<file path="src/rtl/shift_pkg.sv">
// Shared mode encoding for the universal shift register.
package shift_pkg;

   localparam int SHIFT_MODE_W = 3;

   typedef enum logic [SHIFT_MODE_W-1:0] {
      HOLD = 3'd0,
      SHL  = 3'd1,
      SHR  = 3'd2,
      ROL  = 3'd3,
      ROR  = 3'd4,
      LOAD = 3'd5
   } shift_mode_t;

endpackage

</file>
<file path="src/rtl/shift_frame_counter.sv">
// Counts serial operations and pulses done when WIDTH of them complete a word.
// Latency: done is registered, high the cycle after the wrapping step. No backpressure.
module shift_frame_counter
   import shift_pkg::*;
#(
   parameter int WIDTH = 8
) (
   input  logic clk,
   input  logic reset,
   input  logic clear,
   input  logic step,
   output logic done
);

   localparam int CW = $clog2(WIDTH);
   localparam logic [CW-1:0] LAST = CW'(WIDTH - 1);

   logic [CW-1:0] cnt;

   always_ff @(posedge clk) begin
      if (reset) begin
         cnt  <= '0;
         done <= 1'b0;
      end else begin
         done <= 1'b0;
         if (clear) begin
            cnt <= '0;
         end else if (step) begin
            if (cnt == LAST) begin
               cnt  <= '0;
               done <= 1'b1;
            end else begin
               cnt <= cnt + 1'b1;
            end
         end
      end
   end

endmodule

</file>
<file path="src/rtl/shift_reg_nbit.sv">
// Universal shift register: hold/shift/rotate/load with registered serial out and frame pulse.
// Latency: all outputs one cycle after the sampling edge. No backpressure; en=0 stalls everything.
module shift_reg_nbit
   import shift_pkg::*;
#(
   parameter int WIDTH = 8
) (
   input  logic                    clk,
   input  logic                    reset,
   input  logic                    en,
   input  logic [SHIFT_MODE_W-1:0] mode,
   input  logic                    ser_in,
   input  logic [WIDTH-1:0]        par_in,
   output logic [WIDTH-1:0]        par_out,
   output logic                    ser_out,
   output logic                    frame_done
);

   logic [WIDTH-1:0] q;
   logic [WIDTH-1:0] q_nxt;
   logic             so;
   logic             so_nxt;
   logic             is_shift;
   logic             is_load;

   // Reserved codes fall into the default arm and therefore behave as HOLD.
   always_comb begin
      q_nxt    = q;
      so_nxt   = so;
      is_shift = 1'b0;
      is_load  = 1'b0;
      case (shift_mode_t'(mode))
         SHL: begin
            q_nxt    = {q[WIDTH-2:0], ser_in};
            so_nxt   = q[WIDTH-1];
            is_shift = 1'b1;
         end
         SHR: begin
            q_nxt    = {ser_in, q[WIDTH-1:1]};
            so_nxt   = q[0];
            is_shift = 1'b1;
         end
         ROL: begin
            q_nxt    = {q[WIDTH-2:0], q[WIDTH-1]};
            so_nxt   = q[WIDTH-1];
            is_shift = 1'b1;
         end
         ROR: begin
            q_nxt    = {q[0], q[WIDTH-1:1]};
            so_nxt   = q[0];
            is_shift = 1'b1;
         end
         LOAD: begin
            q_nxt   = par_in;
            so_nxt  = 1'b0;
            is_load = 1'b1;
         end
         default: begin
         end
      endcase
   end

   always_ff @(posedge clk) begin
      if (reset) begin
         q  <= '0;
         so <= 1'b0;
      end else if (en) begin
         q  <= q_nxt;
         so <= so_nxt;
      end
   end

   shift_frame_counter #(
      .WIDTH (WIDTH)
   ) u_frame_counter (
      .clk   (clk),
      .reset (reset),
      .clear (en & is_load),
      .step  (en & is_shift),
      .done  (frame_done)
   );

   assign par_out = q;
   assign ser_out = so;

endmodule

</file>
<file path="config.mk">
export PLATFORM = sky130hd
export DESIGN_NAME = shift_reg_nbit
export DESIGN_NICKNAME = d
export VERILOG_FILES = /design/src/rtl/shift_pkg.sv /design/src/rtl/shift_frame_counter.sv /design/src/rtl/shift_reg_nbit.sv
export SDC_FILE = /design/constraint.sdc
export NUM_CORES = 1
export LEC_CHECK = 0
export CELL_PAD_IN_SITES_DETAIL_PLACEMENT = 2
export CELL_PAD_IN_SITES_GLOBAL_PLACEMENT = 2
export CORE_ASPECT_RATIO = 1.4
export CORE_MARGIN = 2
export CORE_UTILIZATION = 28
export DETAILED_ROUTE_END_ITERATION = 12
export GPL_TIMING_DRIVEN = 0
export PLACE_DENSITY_LB_ADDON = 0.2
export SYNTH_ARGS = -nofsm -noshare
export SYNTH_HDL_FRONTEND = slang
export SYNTH_SLANG_ARGS = --single-unit
</file>
<file path="constraint.sdc">
create_clock -name clk -period 3.4 [get_ports clk]
set_input_delay 0.68 -clock clk [delete_from_list [all_inputs] [get_ports clk]]
set_output_delay 0.68 -clock clk [all_outputs]
set_load 0.01 [all_outputs]
</file>
After elaboration in Yosys (flattened, before gate mapping)
Index checks and enable logic that the tools add are counted.
{"block": "op_classes", "n_bitwise": 3, "multipliers": 0, "div": 0, "magnitude_cmp": 0, "eq_ne": 6, "n_shift": 0, "muxes": 6, "n_reduce_logical": 9, "n_addsub": 1}
{"op": "$pmux W8 S5", "count": 1}
{"op": "$eq A3 B3 Y1 const B", "count": 3}
{"op": "$eq A3 B2 Y1 const B", "count": 2}
{"op": "$reduce_or A2 Y1", "count": 3}
{"op": "$reduce_bool A5 Y1", "count": 1}
{"op": "$reduce_and A2 Y1", "count": 2}
{"op": "$reduce_or A4 Y1", "count": 1}
{"op": "$add A3 B1 Y3 const B", "count": 1}
{"op": "$eq A3 B1 Y1 const B", "count": 1}
{"op": "$mux W1", "count": 3}
{"op": "$mux W3", "count": 1}
{"op": "$pmux W1 S3", "count": 1}
{"op": "$reduce_bool A3 Y1", "count": 1}
{"op": "$reduce_or A3 Y1", "count": 1}
{"op": "$and A1 B1 Y1", "count": 2}
{"op": "$not A1 Y1", "count": 1}
{"block": "word_totals", "mem_bits_rw": 0, "latchBits": 0, "out_inout_bits": 10, "in_bits": 15, "reg_bits": 13, "n_memories": 0, "rom_bits": 0, "elab_cells": 29}

Depth between registers and ports, before layout
Gate-level depths: netlist (run 1).
{"block": "logic_depth", "depth_word": 6, "mapped_depth": 7, "depth_no_buf": 4}

Cells and area by module
From an unflattened synthesis (run 1), not the netlist that was laid out.
{"block": "unflattened", "cells_unflattened": 102, "hier_area_um2": 850.8}
{"module": "shift_reg_nbit", "area_each_um2": 679.4, "cells_each": 87, "instances": 1, "seq_area_each_um2": 180.2}
{"module": "shift_frame_counter", "area_each_um2": 171.4, "cells_each": 15, "instances": 1, "seq_area_each_um2": 80.1}

Worst setup path before layout (run 1)
OpenSTA, ideal clock, no wires.
{"block": "synth_path", "path_kind": "input to register", "from": "in mode[2]", "to": "reg q[2], in the netlist par_out[2]", "path_buffers": 3, "arrival_ps": 1722, "cell_stages": 7, "setup_time_ps": 140, "path_slack_ps": 1538, "required_ps": 3260, "cell_sequence": "buf_2 > or3_4 > and2_4 > buf_6 > buf_8 > nor2_1 > a211oi_2"}
{"block": "synth_between", "elab_chain_cells": 3, "elab_cells_between_ends": 8, "cone_classes": "eq/ne: 5; mux: 1; reduce/logical: 2"}
{"element": "from (decl)", "line_no": "shift_reg_nbit.sv:11", "rtl": "input logic [SHIFT_MODE_W-1:0] mode,"}
{"element": "$eq A3 B3 Y1 (tied with other cells)", "line_no": "shift_reg_nbit.sv:32", "rtl": "case (shift_mode_t'(mode))"}
{"element": "$reduce_bool A5 Y1 (no source line)"}
{"element": "$reduce_and A2 Y1 (no source line)"}
{"element": "to (signal assigned)", "line_no": "shift_reg_nbit.sv:68", "rtl": "q <= q_nxt;"}
{"element": "to (decl)", "line_no": "shift_reg_nbit.sv:19", "rtl": "logic [WIDTH-1:0] q;"}
Several ways; a longest one is shown, not always the timed one.
A chain may end at the register's enable or synchronous reset.

Final worst setup path (run 1)
{"block": "layout_path", "from": "in mode[1]", "to": "reg q[1], in the netlist par_out[1]"}
Same word-level chain as after synthesis.

==> impl_metrics.toml, run 1 <==
[clocking]
hold_buffers = 0
clk_pin_slew_ns = 0.05
cts_buffers = 3
h-tree-depth = 1
ctsRootBufferMaster = "clkbuf_8"
cts_setup_buffers = 0
cts_resized = 0
clk_latency_ns = 0.24
ctsLongestPathBuffers = 2
cts_tree = "done"
cts.sinks = 13

[floorplan]
die_w_um = 49.6
fp.dieH_um = 67.9
initial_core_util_pct = 28.9
ios = 25
core_um2 = 2820
rows = 23
dieArea_um2 = 3370

[placement]
port_buffers = 21
place_hpwl_mm = 1.77
gp_congestion = 0.713

[finish]
drive_gt1_share_pct = 21.9
diodes = 0
area_growth_pct = 37.0
layout.nets = 132
final_util_pct = 39.6

[timing]
hold_viol = 0
fin_tns_setup_ns = 0
max_freq_ghz = 0.473
post-route-min-period_ns = 2.11
drv_slew = 0
period_share_pct = 62.1
rsz0062_at_grt = "no"
tightest_slew_ns = 0.644
maxSlewHeadroom_pct = 57.0
fin_worst_skew_ns = 0.00247
setup_violations = 0

[hold_path]
holdCritPathClass = "flip-flop to flip-flop"

[worst_setup_path]
worst_setup_path_start_kind = "input port"
required_ns = 3.56
r2r-start = "u_frame_counter.cnt[0]$_SDFFE_PP0P_"
path_depth = 6
max_stage_delay_ns = 0.48
cpLargestDelayFamily = "buffers and inverters"
worstPathCellList = "clkdlybuf4s50_1 -> buf_2 -> xnor2_1 -> nor2_1 -> a22oi_1 -> a211oi_2"
crit_arrival_ns = 2.27
path_class = "input port to flip-flop"
r2r_slack_ns = 2.14
endpoint = "par_out[1]$_SDFFE_PP0P_"
end_kind = "flip-flop"
cp-startpoint = "mode[1]"
slowest_stage = "clkdlybuf4s50_1"
reg2reg_to = "u_frame_counter.cnt[0]$_SDFFE_PP0P_"
cp.buffers_inverters = 2
path_max_fanout = 10
rr_worst_depth = 4

[synthesis]
asyncSetResetFlopFracSynth_pct = 0
synth_top_area_cell = "dfxtp_1"
syn_area_per_cell_um2 = 9.17
synth_most_common_cell = "nor2_1"
synth.top_cells.by_count = "nor2_1, dfxtp_1, a211oi_2, a22oi_1, mux2_2"
ys_ff_latch = 13
ys_seq_area_share_pct = 31.9
synth_top_family_by_area = "compound AO/OA/AOI/OAI gates"
synth-main-ff-cell = "dfxtp_1"
synthXorXnorAreaFrac_pct = 1.07
postSynthCellCount = 89
ys_types = 33
yosys.area_share.simple_pct = 18.7
synth_top_area_share_pct = 31.9
ys_top_cells_by_area = "dfxtp_1, a211oi_2, mux2_2"
synthAdderAreaFrac_pct = 3.07
synth_compound_area_share_pct = 26.2
syn_area_um2 = 816
synth_mux_area_share_pct = 10.7
synth_edf_count = 0
synth_fp_nets = 106
yosysWarnings = 0

[power]
powerDensity_nw_per_um2 = 373
p_leak_nw = 0.419
ir_drop_mv = 0.201
finalPower_mw = 0.416

[route]
wl_mm = 2.27
wl_per_cell_um = 15.0
dr.pass1.iters = 4
final_antenna_net_count = 0
vias = 764
drt_iter0_markers = 9
vias_per_cell = 5.06
drc = 0

[grt]
grt_max_degree = 11
grt_overflow = 0
grt_use_total_pct = 15.5
grt_pass1_vias = 817
antenna_found_initial = 0
grt_pass1_wl_mm = 3.94

[outcome]
status = "finished, final reports clean"

[run]
max_cap_violations = 0
tightest hold or removal path, stage by stage (launching register included):
cell and delay [ns]:
dfxtp_1 0.31, nor2_1 0.10, nor3_1 0.04
state kept, by name, summed over array words and instances (netlist names):
signal,flops
u_frame_counter.cnt,3
u_frame_counter.done,1
par_out,8
ser_out,1
worst min-delay path by stage:
stage / endpoint / slack, ns / startpoint / depth (start not counted)
2_1_floorplan: u_frame_counter.cnt[0]$_SDFFE_PP0P_ / 0.45 / u_frame_counter.cnt[0]$_SDFFE_PP0P_ / 2
3_3_place_gp: u_frame_counter.cnt[0]$_SDFFE_PP0P_ / 0.47 / u_frame_counter.cnt[0]$_SDFFE_PP0P_ / 2
3_5_place_dp: u_frame_counter.cnt[0]$_SDFFE_PP0P_ / 0.49 / u_frame_counter.cnt[0]$_SDFFE_PP0P_ / 2
4_1_cts: ser_out$_SDFFE_PP0P_ / 0.50 / ser_out$_SDFFE_PP0P_ / 2
5_1_grt: ser_out$_SDFFE_PP0P_ / 0.52 / ser_out$_SDFFE_PP0P_ / 2
6_report: ser_out$_SDFFE_PP0P_ / 0.49 / ser_out$_SDFFE_PP0P_ / 2
metrics by stage:
step	cell area (um^2)	setup WS (ns)	hold slack, ns	cells
detailed placement	1070	1.03	0.495	147
finish	1120	1.29	0.491	151
floorplan	816	1.54	0.449	89
CTS	1120	1.29	0.497	151
global placement	1070	1.07	0.466	147
global route	1120	1.14	0.516	151
where the power goes:
group / internal (mW) / switching (mW) / total, mW / leakage [nW]
clock network: 0.0828 / 0.0557 / 0.139 / 0.0228
logic: 0.0580 / 0.0478 / 0.106 / 0.289
registers: 0.162 / 0.00990 / 0.172 / 0.107
kinds of logic (layout without fill, tap and decap cells):
kind of cell,after synthesis,after routing
xor+xnor,1,1
simple gates,31,31
compound gates,24,24
mux,8,8
fa+ha+maj,2,2
buf+inv,10,35
flops,13,13
layer usage:
metal | vias to the layer above | GRT usage, % | wire (um)
li1 | 371 | - | -
met1 | 372 | 16.8 | 892
met2 | 19 | 29.7 | 1270
met3 | 2 | 2.18 | 86
met4 | 0 | 7.29 | 19
met5 | - | 0 | 0
final cells by class:
class	count	area, um^2
Buffer	8	60.1
Sequential cell	13	260
Timing Repair Buffer	21	210
Fill cell	350	1700
Tap cell	37	46.3
Multi-Input combinational cell	66	488
Inverter	2	7.51
Clock buffer	4	45.0
placed cells by master (no fill, tap or decap), drive strengths merged, types with 2 or more instances in the layout:
| cell type | instances |
|---|---|
| nor2 | 14 |
| ha | 2 |
| a22oi | 6 |
| nor3 | 2 |
| mux2 | 6 |
| dfxtp | 13 |
| nand2 | 5 |
| nor2b | 2 |
| nor3b | 2 |
| a211oi | 7 |
| mux2i | 2 |
| clkbuf | 5 |
| buf | 7 |
| o21ai | 2 |
| inv | 2 |
| a21oi | 2 |
| or3 | 3 |
| clkdlybuf4s50 | 21 |
Note: power is estimated with default switching activity, not from simulation.
==> run 2: changes to the inputs <==
--- a/config.mk
+++ b/config.mk
@@ -9,7 +9,7 @@
 export CELL_PAD_IN_SITES_GLOBAL_PLACEMENT = 2
 export CORE_ASPECT_RATIO = 1.4
 export CORE_MARGIN = 2
-export CORE_UTILIZATION = 28
+export CORE_UTILIZATION = 26
 export DETAILED_ROUTE_END_ITERATION = 12
 export GPL_TIMING_DRIVEN = 0
 export PLACE_DENSITY_LB_ADDON = 0.2
==> constraint.sdc (replaced) <==
create_clock -name clk -period 2 [get_ports clk]
set_input_delay 0.4 -clock clk [delete_from_list [all_inputs] [get_ports clk]]
set_output_delay 0.4 -clock clk [all_outputs]
set_load 0.01 [all_outputs]
==> run 2 against run 1 <==
  * Clock power rose by 72%
  * Power increased by 71%
  * Worst hold slack improved by 0.017 ns
  * Cell area rose by 0.22%
  * Largest cell class unchanged
  * Largest power group unchanged
  * Highest routed layer unchanged
==> impl_metrics.toml, run 2 (synthesized netlist as in run 1, its figures left out) <==
[clocking]
ctsRootBufferMaster = "clkbuf_8"
cts_tree = "done"
h-tree-depth = 1
cts.sinks = 13
cts_setup_buffers = 0
cts_resized = 0
clk_pin_slew_ns = 0.05
cts_buffers = 3
hold_buffers = 0
clk_latency_ns = 0.25
ctsLongestPathBuffers = 2

[route]
drc = 0
vias_per_cell = 4.94
vias = 756
dr.pass1.iters = 3
wl_mm = 2.34
final_antenna_net_count = 0
drt_iter0_markers = 13
wl_per_cell_um = 15.3

[floorplan]
ios = 25
dieArea_um2 = 3610
fp.dieH_um = 70.3
initial_core_util_pct = 26.6
rows = 24
die_w_um = 51.3
core_um2 = 3060

[finish]
layout_common_cells = "clkdlybuf4s50_1, nor2_1, dfxtp_1"
instances_no_fill = 153
largest_register_ffs = 8
diodes = 0
area_growth_pct = 37.3
fill_cells = 360
final_common_cell = "clkdlybuf4s50_1"
drive_gt1_share_pct = 21.9
layout.nets = 132

[worst_setup_path]
rr_worst_depth = 4
worstPathCellList = "clkdlybuf4s50_1 -> buf_2 -> xnor2_1 -> nor2_1 -> a22oi_1 -> a211oi_2"
path_max_fanout = 10
r2r-start = "u_frame_counter.cnt[0]$_SDFFE_PP0P_"
crit_arrival_ns = 1.96
slowest_stage = "clkdlybuf4s50_1"
r2r_slack_ns = 0.72
path_class = "input port to flip-flop"
max_stage_delay_ns = 0.47
reg2reg_to = "u_frame_counter.cnt[0]$_SDFFE_PP0P_"
worst_setup_path_start_kind = "input port"
end_kind = "flip-flop"
required_ns = 2.16

[grt]
grt_pass1_wl_mm = 3.89
grt_max_degree = 11
grt_use_total_pct = 14.2
grt_pass1_vias = 828
grt_overflow = 0
antenna_found_initial = 0

[timing]
period_share_pct = 90.2
rsz0062_at_grt = "no"
tightest_slew_ns = 0.635
setup_violations = 0
fin_worst_skew_ns = 0.00671
drv_slew = 0
maxSlewHeadroom_pct = 57.7
post-route-min-period_ns = 1.80
max_freq_ghz = 0.554
hold_viol = 0

[power]
p_leak_nw = 0.419
powerDensity_nw_per_um2 = 636
ir_drop_mv = 0.366
finalPower_mw = 0.712

[run]
max_cap_violations = 0

[hold_path]
min_from = "ser_out$_SDFFE_PP0P_"
worst_hold_path.endpoint = "ser_out$_SDFFE_PP0P_"
holdCritPathClass = "flip-flop to flip-flop"
hold_depth = 2

[outcome]
status = "finished, final reports clean"

[placement]
placedCellCount = 149
port_buffers = 21
place_hpwl_mm = 1.86
gp_congestion = 0.722
[run 2: cell counts in the layout (fill, tap and decap cells not counted)]
No cell type changed its count.
[run 2: worst max-delay path by stage]
stage	slack [ns]	depth (start not counted)	endpoint	from
after floorplan	0.42	7	par_out[2]$_SDFFE_PP0P_	mode[2]
after global placement	-0.06	6	par_out[2]$_SDFFE_PP0P_	mode[1]
after detailed placement	-0.07	6	par_out[1]$_SDFFE_PP0P_	mode[1]
after CTS	0.18	6	par_out[1]$_SDFFE_PP0P_	mode[1]
after global routing	0.03	6	par_out[2]$_SDFFE_PP0P_	mode[1]
final	0.20	6	par_out[1]$_SDFFE_PP0P_	mode[1]
[run 2: cell type report]
cell class | instances | area, um^2 | area share [%]
buffer | 8 | 60.1 | 5.36
timing repair buffer | 21 | 210 | 18.8
inverter | 2 | 7.51 | 0.670
sequential | 13 | 260 | 23.2
tap | 39 | 48.8 | 4.36
multi-input combinational | 66 | 488 | 43.6
clock buffer | 4 | 45.0 | 4.02
[run 2: critical path, delay by kind of cell]
kind | cells | cell delay (ns)
buffers and inverters | 2 | 0.69
AO/OA/AOI/OAI | 2 | 0.41
XOR/XNOR | 1 | 0.12
AND/OR/NAND/NOR | 1 | 0.35
[run 2: power breakdown]
| group | switching, mW | internal, mW |
|---|---|---|
| sequential | 0.0161 | 0.276 |
| combinational | 0.0833 | 0.0989 |
| clock | 0.0978 | 0.141 |
| total | 0.197 | 0.515 |
[run 2: per-layer routing]
| metal | up-vias | GRT usage (%) | part of all wire, % |
|---|---|---|---|
| li1 | 373 | - | - |
| met1 | 362 | 15.1 | 39 |
| met2 | 17 | 27.3 | 56 |
| met3 | 4 | 1.92 | 3.0 |
| met4 | 0 | 5.26 | 1.5 |
| met5 | - | 0 | 0 |
[run 2: through the flow]
stage	utilization [%]	area [um^2]	setup slack [ns]	hold WS [ns]	TNS [ns]
6_report	36.6	1120	0.196	0.509	0
5_1_grt	36.6	1120	0.0276	0.533	0
4_1_cts	36.6	1120	0.180	0.509	0
3_5_place_dp	35.1	1070	-0.0715	0.499	-0.375
3_3_place_gp	35.1	1070	-0.0603	0.465	-0.271
2_1_floorplan	-	816	0.418	0.449	0
